### src/rtl/vga_scan_ctrl.sv
// vga_scan_ctrl: VGA raster timing generator with registered addresses/syncs
// and one-cycle-late pixel capture from the renderer.
module vga_scan_ctrl #(
  parameter int H_TOTAL  = 800,
  parameter int V_TOTAL  = 525,
  parameter int H_SYNC   = 96,
  parameter int V_SYNC   = 2,
  parameter int H_START  = 143,
  parameter int V_START  = 35,
  parameter int H_ACTIVE = 640,
  parameter int V_ACTIVE = 480
) (
  input  logic        vga_clk,
  input  logic        clrn,
  input  logic [11:0] d_in_BGR,
  output logic [8:0]  row_addr,
  output logic [9:0]  col_addr,
  output logic        rdn,
  output logic [3:0]  r,
  output logic [3:0]  g,
  output logic [3:0]  b,
  output logic        hs,
  output logic        vs,
  output logic        frame_done
);
  localparam logic [9:0] H_LAST  = 10'(H_TOTAL - 1);
  localparam logic [9:0] V_LAST  = 10'(V_TOTAL - 1);
  localparam logic [9:0] H_SW    = 10'(H_SYNC);
  localparam logic [9:0] V_SW    = 10'(V_SYNC);
  localparam logic [9:0] H_FIRST = 10'(H_START);
  localparam logic [9:0] V_FIRST = 10'(V_START);
  localparam logic [9:0] H_STOP  = 10'(H_START + H_ACTIVE);
  localparam logic [9:0] V_STOP  = 10'(V_START + V_ACTIVE);
  logic [9:0] h_count, v_count, row_diff;
  logic h_end, v_end, visible;
  always_comb begin
    h_end    = h_count == H_LAST;
    v_end    = v_count == V_LAST;
    visible  = h_count >= H_FIRST && h_count < H_STOP && v_count >= V_FIRST && v_count < V_STOP;
    row_diff = v_count - V_FIRST;
  end
  always_ff @(posedge vga_clk) begin
    if (!clrn) begin
      h_count    <= '0;
      v_count    <= '0;
      row_addr   <= '0;
      col_addr   <= '0;
      rdn        <= 1'b1;
      hs         <= 1'b1;
      vs         <= 1'b1;
      {b, g, r}  <= 12'h000;
      frame_done <= 1'b0;
    end else begin
      h_count    <= h_end ? 10'd0 : h_count + 10'd1;
      if (h_end) v_count <= v_end ? 10'd0 : v_count + 10'd1;
      col_addr   <= h_count - H_FIRST;
      row_addr   <= row_diff[8:0];
      rdn        <= ~visible;
      hs         <= h_count >= H_SW;
      vs         <= v_count >= V_SW;
      // rdn here is still the previous registered value, i.e. the address the renderer just served
      {b, g, r}  <= rdn ? 12'h000 : d_in_BGR;
      frame_done <= h_end && v_end;
    end
  end
endmodule

### config.mk
export PLATFORM = sky130hd
export DESIGN_NAME = vga_scan_ctrl
export DESIGN_NICKNAME = d
export VERILOG_FILES = /design/src/rtl/vga_scan_ctrl.sv
export SDC_FILE = /design/constraint.sdc
export NUM_CORES = 1
export LEC_CHECK = 0
export CORE_MARGIN = 2
export CORE_UTILIZATION = 35
export CTS_CLUSTER_DIAMETER = 150
export DETAILED_ROUTE_END_ITERATION = 6
export PLACE_DENSITY = 0.63
export SLEW_MARGIN = 20
export SYNTH_ARGS = -nofsm -noshare
export SYNTH_HDL_FRONTEND = slang
export SYNTH_SLANG_ARGS = --single-unit
### constraint.sdc
create_clock -name vga_clk -period 1.7 [get_ports vga_clk]
set_input_delay 0.255 -clock vga_clk [delete_from_list [all_inputs] [get_ports vga_clk]]
set_output_delay 0.255 -clock vga_clk [all_outputs]
set_load 0.01 [all_outputs]
-- After elaboration in Yosys (flattened, before gate mapping)
Index checks and enable logic that the tools add are counted.
- register bits: 55
- input port bits: 14
- output and inout port bits: 35
- word-level logic and storage cells: 32
- add/sub/neg operators: 4
- magnitude comparators: 6
- eq/ne operators: 2
- mux-type cells: 1
- bitwise logic cells: 2
- reduce and logical (&&, ||, !) cells: 6
- operator list (operator ; number):
    adder 10 x 1 -> 10 bit, second input constant ; 2
    equality test 10 bit, second input constant ; 2
    less-than comparator 10 bit, second input constant ; 2
    >= comparator 10 x 2 -> 1 bit, second input constant ; 1
    >= comparator 10 x 6 -> 1 bit, second input constant ; 1
    >= comparator 10 x 7 -> 1 bit, second input constant ; 1
    >= comparator 10 x 8 -> 1 bit, second input constant ; 1
    two-way mux 10 bit ; 1
    subtractor 10 x 8 -> 10 bit, second input constant ; 1
    subtractor 9 x 6 -> 9 bit, second input constant ; 1
    logical AND 1 bit ; 4
    OR reduction 2 bit ; 2
    inverter 1 bit ; 2

-- Logic depth before layout (Yosys ltp)
- depth in word-level cells: 5
- mapped depth: 6

-- Worst setup path after synthesis
No wires, ideal clock.
- path type: register to register
- from: register v_count[6]
- to: register v_count[2]
- setup time: 0.138 ns
- data arrival time: 1.696 ns
- data required time: 1.562 ns
- setup slack: -0.134 ns
- cell stages (with the launch flop): 6
- period minus slack after synthesis: 1.834 ns
- path through: dfxtp_1 -> buf_6 -> or4_4 -> or4_4 -> a21oi_1 -> a211oi_1
- word-level cells in the longest chain between the ends: 2
- RTL lines (element ; line ; RTL):
    start, declared ; 34 ; logic [9:0] h_count, v_count, row_diff;
    start signal, assigned ; 55 ; if (h_end) v_count <= v_end ? 10'd0 : v_count + 10'd1;
    equality test 10 bit ; 38 ; v_end = v_count == V_LAST;
    two-way mux 10 bit ; 55 ;
Every way passes these cells.
A chain may end at the register's enable or synchronous reset.

-- Worst setup path after layout
- from: register v_count[5]
- to: register v_count[5]
- word-level cells in the longest chain between the ends: 2
- elaborated cells on any way between the ends: 3
- those cells by class: add/sub (1); eq/ne (1); mux (1)
- RTL lines (element ; line):
    adder 10 x 1 -> 10 bit or equality test 10 bit (tied branches) ; 55, 38
    two-way mux 10 bit * ; 55
Mark *: on every way between the ends. The rest lies on a longest branch, timed or not.

==> summary.md <==
| Metric | Value |
|---|---|
| CTS tree | yes |
| Max Cap Viol | 0 |
| Worst r2r src | v_count[5] |
| Slew margin rel. | 63.2% |
| P_sw | 516 uW |
| Setup Buffers After CTS | 0 |
| Row Count | 28 |
| Synth area leaders | dfxtp_1 50%, and2_1 4.6%, nor2_1 4.1% |
| Layout Nets | 330 |
| Synth Area in Compound Gates | 10.9% |
| Largest family of logic cells by synthesized area | simple AND/OR/NAND/NOR gates |
| Post-Synthesis Cells | 235 |
| Post-synth top area cell | dfxtp_1 |
| Setup crit end kind | register |
| Mux share of post-synthesis cell area | 0.457% |
| Syn_nets | 254 |
| Post-Syn Area | 2190 um^2 |
| Overall power | 2.22 mW |
| Fin crit share | 104% |
| CTS Sinks | 55 |
| Routed len/inst | 12.6 um |
| Fin util | 51.9% |
| Number of max-slew violations in the final report | 0 |
| GP Congestion | 0.855 |
| Lkg Pwr | 1.23 nW |
| Post-synthesis simple-gate area fraction | 24.2% |
| Core area | 5990 um^2 |
| Vias in the first global route | 1703 |
| Die span in x | 83.1 um |
| First-pass GRT wire length | 8100 um |
| Dominant cell by count in the synthesized netlist | dfxtp_1 |
| ANT nets after route | 0 |
| Post-synth EDFFs | 0 |
| Initial DRC count | 86 |
| GR Util All Layers | 14.4% |
| Final WS setup | -72.3 ps |
| Crit path from | v_count[5] |
| Max Fclk | 564 MHz |
| Die extent in y | 83.1 um |
| Worst-path fanout max | 6 |
| Total iterations of the first detailed-routing run | 4 |
| Sequential cell area fraction in the yosys report | 50.3% |
| Post-synth top cells | 55 x dfxtp_1, 24 x nor2_1, 16 x and2_1, 14 x a21oi_1 |
| Worst-Margin Slew | 550 ps |
| RSZ-0062 raised after global routing | true |
| Crit start category | register |
| Synth Register Bits | 55 |
| Maximum vdd drop | 381 uV |
| Largest net degree at the start of global routing | 18 |
| Outcome | finished, violations left |
| Number of port buffers | 48 |
| Synth top area share | 50.3% |
| Pint | 1.70 mW |
| Xor and xnor area share after synthesis | 6.40% |
| Final setup vio count | 9 |
| N_diodes | 0 |
| Synthesis Warnings | 0 |
| Area growth syn-to-layout | 42.0% |
| Initial core utilization | 36.5% |
| Async set-reset flop share out of synthesis | 0% |
| Full die area | 6900 um^2 |
| Setup total negative slack | -487 ps |
| Grt total ovfl | 0 |
| Drt drc | 0 |
| Hold Path Origin | d_in_BGR[9] |
| Failing checks | negative setup slack |
| Root buf cell | clkbuf_8 |
| Final WL | 4870 um |
| Min-delay worst type | primary input to register |
| Crit path kind | register to register |
| H-tree levels | 2 |
| Final min period | 1770 ps |
| CTS Buf Count | 5 |
| Vias | 1862 |
| Via density | 4.81 |
| CTS max path bufs | 2 |
| Sw frac | 23.3% |
| Worst skew pair latency | 310 ps |
| Top Ports | 49 |
| Worst endpoint data arrival time | 1980 ps |
| Worst Path Required | 1900 ps |
| Ratio of cells with drive above 1 in the final layout | 21.2% |
| Pwr/cell area | 713 nW/um^2 |
| Final Hold Fails | 0 |
| Hold WS | 492 ps |
| Gate power share | 7.1% |
| Seq pwr share | 59.9% |
| Clock power share | 33.0% |
| Antenna violations before repair | 0 |
| Post-synth top flop | dfxtp_1 |
| Skew final | 5.36 ps |
| Dpl hpwl | 3640 um |
| Worst-path clk slew | 100 ps |
| Post-synthesis adder-cell area fraction | 2.86% |
| Avg Cell Area, Syn | 9.31 um^2 |
| Yosys cell types | 42 |
[sequential cells by signal, summed over array words and instances, names as in the netlist]
signal and cells:
r 4, g 4, vs 1, b 4, h_count 10, frame_done 1
row_addr 9, col_addr 10, rdn 1, v_count 10, hs 1
[worst paths after layout]
kind	end	slack (ps)	cells past startpoint
setup / recovery	v_count[5]	-70	4
setup reg to reg	v_count[5]	-70	4
hold reg to reg	row_addr[0]	520	1
hold / removal	b[1]	490	2
[power groups by stage]
| stage | Clock [mW] | Combinational (mW) | Sequential [mW] |
|---|---|---|---|
| after global placement | 0 | 0.156 | 1.36 |
| after detailed placement | 0 | 0.158 | 1.36 |
| final | 0.732 | 0.157 | 1.33 |
| after floorplan | 0 | 0.0339 | 1.37 |
| after global routing | 0.803 | 0.170 | 1.33 |
| after CTS | 0.761 | 0.159 | 1.33 |
[kinds of logic (layout without fill, tap and decap cells)]
group | Yosys count | in the layout
simple gates | 96 | 96
compound gates | 38 | 38
mux | 1 | 1
flops | 55 | 55
buf+inv | 24 | 101
xor+xnor | 16 | 16
fa+ha+maj | 5 | 5
[layout by cell type (no fill, tap or decap), types with 2 or more instances in the layout]
cell type,count
clkbuf_8,5
xnor2_1,6
a21oi_1,13
ha_2,2
nor2_1,24
inv_1,9
dfxtp_2,6
nand3_1,5
clkinvlp_4,2
nand2_1,10
and4_1,3
or4_4,5
o31ai_1,3
or3_1,7
nor3_1,8
and2_1,16
nand3_2,2
nand4_1,6
o311ai_0,2
dfxtp_1,49
ha_1,3
clkdlybuf4s50_1,48
o21ai_0,9
xor2_1,10
buf_4,35
[metrics by stage]
| step | cells | instance area, um^2 | setup WS (ps) |
|---|---|---|---|
| after floorplan | 235 | 2200 | -38.6 |
| after global placement | 379 | 2980 | -21.2 |
| after detailed placement | 379 | 2980 | -75.2 |
| after CTS | 387 | 3080 | -68.5 |
| after global routing | 387 | 3110 | -120 |
| final | 387 | 3110 | -72.3 |
[routing by layer]
metal	part of all wire (%)	global-route usage [%]	routed length, um
met1	49	19.8	2380
met3	5.0	3.18	241
met5	0	0	0
met2	44	22.0	2160
met4	1.9	5.81	92
[what timing repair did]
action,CTS,global route
endpoints found under the setup margin,10,11
hold buffers,0,0
gates resized for setup,5,9
[worst max-delay path: stages (launching register included)]
cell	delay, ps
dfxtp_2	330
or4_4	560
or4_4	470
o21ai_4	240
a21oi_1	70
[area by class of cell]
cell class	instances	area [um^2]
clock buffer	5	68.8
clock inverter	3	20.0
fill	555	2880
inverter	9	33.8
multi-input combinational	156	1020
sequential	55	1110
tap	75	93.8
timing repair buffer	84	763
(Power assumes the default switching activity.)
